<file path="src/rtl/filter_beat_packer.sv">
// Packs a stream of IN_BITS words into OUT_BITS beats, lane 0 first.
// A beat is emitted when all lanes are filled or the packet ends; unused lanes are zero.

module filter_beat_lane #(
  parameter int IN_BITS = 64,
  parameter int IDX_W   = 3,
  parameter int LANE    = 0
) (
  input  logic [IDX_W-1:0]     idx,
  input  logic [IN_BITS-1:0]   acc_word,
  input  logic [IN_BITS-1:0]   in_word,
  output logic [IN_BITS-1:0]   lane_word,
  output logic [IN_BITS/8-1:0] lane_keep
);
  localparam logic [IDX_W-1:0] L = IDX_W'(LANE);

  // Lanes above the closing word are forced to zero so stale accumulator data never leaks.
  always_comb begin
    lane_word = '0;
    lane_keep = '0;
    if (L < idx) begin
      lane_word = acc_word;
      lane_keep = '1;
    end else if (L == idx) begin
      lane_word = in_word;
      lane_keep = '1;
    end
  end
endmodule

module filter_beat_packer #(
  parameter int IN_BITS  = 64,
  parameter int OUT_BITS = 512,
  parameter int LANES    = OUT_BITS / IN_BITS
) (
  input  logic                  aclk,
  input  logic                  aresetn,
  input  logic                  s_tvalid,
  output logic                  s_tready,
  input  logic [IN_BITS-1:0]    s_tdata,
  input  logic                  s_tlast,
  output logic                  m_tvalid,
  input  logic                  m_tready,
  output logic [OUT_BITS-1:0]   m_tdata,
  output logic [OUT_BITS/8-1:0] m_tkeep,
  output logic                  m_tlast,
  output logic [31:0]           stat_words,
  output logic [31:0]           stat_beats
);
  localparam int IDX_W = (LANES > 1) ? $clog2(LANES) : 1;
  localparam int KB    = IN_BITS / 8;
  localparam logic [IDX_W-1:0] LAST_IDX = IDX_W'(LANES - 1);

  logic [IDX_W-1:0]               idx_q, idx_d;
  logic [LANES-2:0][IN_BITS-1:0]  acc_q, acc_d;
  logic [LANES-1:0][IN_BITS-1:0]  acc_ext;
  logic [LANES-1:0][IN_BITS-1:0]  beat_data;
  logic [LANES-1:0][KB-1:0]       beat_keep;
  logic                           m_tvalid_q, m_tvalid_d;
  logic                           m_tlast_q, m_tlast_d;
  logic [OUT_BITS-1:0]            m_tdata_q, m_tdata_d;
  logic [OUT_BITS/8-1:0]          m_tkeep_q, m_tkeep_d;
  logic [31:0]                    stat_words_q, stat_words_d;
  logic [31:0]                    stat_beats_q, stat_beats_d;
  logic                           accept, load, out_hs;

  assign s_tready = ~m_tvalid_q | m_tready;
  assign accept   = s_tvalid & s_tready;
  assign out_hs   = m_tvalid_q & m_tready;
  assign load     = accept & ((idx_q == LAST_IDX) | s_tlast);
  assign acc_ext  = {{IN_BITS{1'b0}}, acc_q};

  for (genvar g = 0; g < LANES; g++) begin : g_lane
    filter_beat_lane #(.IN_BITS(IN_BITS), .IDX_W(IDX_W), .LANE(g)) u_lane (
      .idx       (idx_q),
      .acc_word  (acc_ext[g]),
      .in_word   (s_tdata),
      .lane_word (beat_data[g]),
      .lane_keep (beat_keep[g])
    );
  end

  always_comb begin
    idx_d        = idx_q;
    acc_d        = acc_q;
    m_tvalid_d   = m_tvalid_q;
    m_tlast_d    = m_tlast_q;
    m_tdata_d    = m_tdata_q;
    m_tkeep_d    = m_tkeep_q;
    stat_words_d = stat_words_q + 32'(accept);
    stat_beats_d = stat_beats_q + 32'(out_hs);
    for (int i = 0; i < LANES - 1; i++)
      if (accept && !load && idx_q == IDX_W'(i)) acc_d[i] = s_tdata;
    // A load overrides the handshake-driven clear, so back-to-back beats have no bubble.
    if (load) begin
      idx_d      = '0;
      m_tvalid_d = 1'b1;
      m_tlast_d  = s_tlast;
      m_tdata_d  = beat_data;
      m_tkeep_d  = beat_keep;
    end else begin
      if (accept) idx_d = idx_q + 1'b1;
      if (out_hs) m_tvalid_d = 1'b0;
    end
  end

  always_ff @(posedge aclk) begin
    if (!aresetn) begin
      idx_q        <= '0;
      m_tvalid_q   <= 1'b0;
      m_tlast_q    <= 1'b0;
      m_tdata_q    <= '0;
      m_tkeep_q    <= '0;
      stat_words_q <= '0;
      stat_beats_q <= '0;
    end else begin
      idx_q        <= idx_d;
      m_tvalid_q   <= m_tvalid_d;
      m_tlast_q    <= m_tlast_d;
      m_tdata_q    <= m_tdata_d;
      m_tkeep_q    <= m_tkeep_d;
      stat_words_q <= stat_words_d;
      stat_beats_q <= stat_beats_d;
    end
  end

  // Accumulator needs no reset: lanes at or above idx are masked on output.
  always_ff @(posedge aclk) acc_q <= acc_d;

  assign m_tvalid   = m_tvalid_q;
  assign m_tlast    = m_tlast_q;
  assign m_tdata    = m_tdata_q;
  assign m_tkeep    = m_tkeep_q;
  assign stat_words = stat_words_q;
  assign stat_beats = stat_beats_q;
endmodule

</file>
<file path="config.mk">
export PLATFORM = sky130hd
export DESIGN_NAME = filter_beat_packer
export DESIGN_NICKNAME = d
export VERILOG_FILES = /design/src/rtl/filter_beat_packer.sv
export SDC_FILE = /design/constraint.sdc
export NUM_CORES = 2
export LEC_CHECK = 0
export ABC_AREA = 1
export BUFFER_PORTS_ARGS = -buffer_cell sky130_fd_sc_hd__buf_2
export CORE_AREA = 2 2 276 278
export DETAILED_ROUTE_END_ITERATION = 6
export DIE_AREA = 0 0 278 280
export GPL_TIMING_DRIVEN = 0
export PLACE_DENSITY = 0.77
export SYNTH_ARGS = -nofsm -noshare
export SYNTH_HDL_FRONTEND = slang
export SYNTH_SLANG_ARGS = --single-unit
</file>
<file path="constraint.sdc">
create_clock -name aclk -period 8.1 [get_ports aclk]
set_input_delay 0.81 -clock aclk [delete_from_list [all_inputs] [get_ports aclk]]
set_output_delay 0.81 -clock aclk [all_outputs]
set_load 0.02 [all_outputs]
</file>
==> flow_summary.yaml <==
status:
  status: "finished with violations"
  violations: "capacitance limit"
worst_setup_path:
  critPathMaxFanout: 12
  cp-start-kind: "flop"
  ff2ff_path_depth: 10
  crit_required_ns: 8.48
  reg2reg_slack_ns: 4.49
  r2r-end: "acc_ext[34]"
  critPathArrivalTime_ns: 3.99
  endpoint_kind: "flop"
  crit_start: "idx_q[0]"
  reg2reg_from: "idx_q[0]"
  crit_end: "acc_ext[34]"
  crit_type: "flop to flop"
grt:
  grt_pass1_vias: 33100
  grt_pass1_wl_mm: 217
  grt-ovfl-total: 0
  grt_max_degree: 30
  antenna_found_initial: 12
  grt_usage_pct: 38.2
drt:
  wirelength_mm: 154
  drc_errors: 0
  drt_pass1_iterations: 6
  initialDrtViolationCount: 4168
  wl_per_cell_um: 25.6
  ant_nets: 0
  vias: 35300
  via_per_inst: 5.89
logic_synthesis:
  ys_ff_latch: 1037
  synth_cells: 4081
  synth.top_cell.area_share_pct: 34.3
  synth.most_common_cell: "nand2_1"
  yosys_warnings: 0
  synth.avg_cell_area_um2: 9.61
  ys_seq_area_share_pct: 64.4
  syn_nets: 4159
  synth-edff-count: 448
  synth_area_leaders: "edfxtp_1 (34%), dfxtp_1 (30%), nand2_1 (8.7%)"
  yosys.cell_types.count: 32
  synthFlopType: "dfxtp_1"
  synthesis.area_mm2: 0.0392
  async_flop_share_pct: 0
  synth_area_leader_cell: "edfxtp_1"
  synthTopCellsByCount: "nand2_1 (911), dfxtp_1 (589), o21ai_0 (588), edfxtp_1 (448), nand3_1 (418)"
timing:
  fmax_mhz: 277
  final.setup.worst_slack_ns: 4.49
  worst_pin_slew_ns: 1.50
  finalHoldViolCount: 0
  rsz0062_at_grt: "no"
  whs_ns: 0.462
  setup_viol: 0
  timing.final.crit_period_ns: 3.61
  clock-skew-final_ns: 0.0295
  fin_crit_sh_pct: 44.6
  drv_slew: 0
  slew_headroom_pct: 0.191
finish:
  drive_gt1_share_pct: 21.1
  area_growth_pct: 22.3
  multi_input_area_mm2: 0.0119
  nets: 4995
  n_fill_cell: 6156
  seqCellArea_mm2: 0.0252
  final_core_util_pct: 63.8
job:
  drv_cap: 1
floorplanning:
  core_mm2: 0.0752
  std_cell_rows: 101
  die_w_um: 278
  start_util_pct: 52.2
  die_y_um: 280
  die_area_mm2: 0.0778
  pin_count: 712
clock_network:
  ctsHoldBuffers: 0
  post_cts_buffers: 0
  cts_buffers: 102
  cts.sinks: 1037
  cts.htree.levels: 3
  clk_latency_ns: 0.69
  cts_tree: "done"
  ctsRootBufferMaster: "clkbuf_16"
  cts.path.max_buffers: 3
  path_clk_slew_ns: 0.06
  cts.repair.resized: 0
placed_design:
  dp_hpwl_mm: 109
  numPortBuffers: 711
  dpl_worst_slack_ns: 4.20
  place.gp.congestion: 0.949
hold_path:
  hp-class: "flop to flop"
pwr:
  leakage_nw: 19.4
  ir_drop_mv: 0.180
  power_mw: 11.3
  p_per_area_mw_per_mm2: 235
-- worst max-delay path, cell delays in order, from the launching register on --
cell and delay, ns:
dfxtp_1 0.38, inv_1 0.19, ha_1 0.22, inv_1 0.06
clkbuf_1 0.47, clkbuf_1 0.38, nor3_2 0.76, buf_6 0.25
buf_6 0.19, buf_6 0.20, buf_6 0.19
-- flip-flops by register name (all words and copies together), names as in the netlist --
register	count
acc_ext	448
idx_q	3
stat_beats	32
m_tdata	512
stat_words	32
m_tkeep	8
m_tvalid	1
m_tlast	1
-- cell usage in the layout (no fill, tap or decap), types with 2 or more instances in the layout --
master,n
nand2_1,911
buf_2,791
dfxtp_1,589
o21ai_0,588
edfxtp_1,448
nand3_1,418
a21oi_1,288
clkbuf_1,217
nor2_1,186
inv_1,108
clkbuf_16,103
o21ai_1,82
a22oi_1,64
buf_4,57
clkbuf_8,16
clkinv_2,15
clkinv_1,14
buf_6,13
bufinv_16,10
diode_2,9
ha_1,9
buf_12,9
buf_1,8
nor2_4,6
and2_1,6
inv_2,5
xor2_1,5
buf_16,5
nor2_2,4
nand2_2,3
or2_2,3
and3_1,3
o21a_1,3
clkinv_16,3
inv_4,2
nor3_1,2
inv_16,2
-- how the worst min path moves through the flow --
| stage | from | end | cells after the start |
|---|---|---|---|
| floorplan | acc_ext[128] | m_tdata[128] | 2 |
| global placement | m_tlast | m_tlast | 2 |
| detailed placement | m_tdata[71] | m_tdata[71] | 2 |
| CTS | s_tlast | m_tlast | 3 |
| global route | s_tdata[27] | acc_ext[411] | 1 |
| finish | m_tdata[98] | m_tdata[98] | 2 |
-- stage by stage --
stage          instances  instance area [um2]  TNS [ns]
2_1_floorplan       4081                39200         0
5_1_grt             5988                47900         0
3_5_place_dp        5790                44400         0
3_3_place_gp        5770                44000   -105.44
4_1_cts             5984                47900         0
6_report            5994                48000         0
-- final cells by class --
type                    instances  area share [%]
flip-flops and latches       1037            52.6
multi-input cells            2588            24.9
repair buffers                732            8.26
clock buffers                 147            6.05
plain buffers                 342            3.44
well taps                     978            2.55
clock inverters                47            1.21
inverters                     114           0.898
diodes                          9          0.0470
-- cells by family after synthesis --
kind of cell	after synthesis	share of synthesized area (%)
AO/OA/AOI/OAI	1029	13.6
buffers and inverters	456	5.31
AND/OR/NAND/NOR	1544	16.3
flip-flops	1037	64.4
XOR/XNOR	6	0.134
adder cells (fa/ha/maj)	9	0.287
-- layer usage --
layer,part of all wire [%],vias up,global-route usage [%]
met5,0.060,-,0
met4,7.1,14,24.7
li1,-,15700,-
met3,12,486,10.7
met2,46,2339,60.5
met1,35,16800,45.9
-- report_power, final --
group / internal (mW) / switching (mW)
registers: 5.53 / 0.0506
clock network: 2.83 / 2.10
logic: 0.171 / 0.610
total: 8.53 / 2.76
Power figures use the tool's default switching activity.
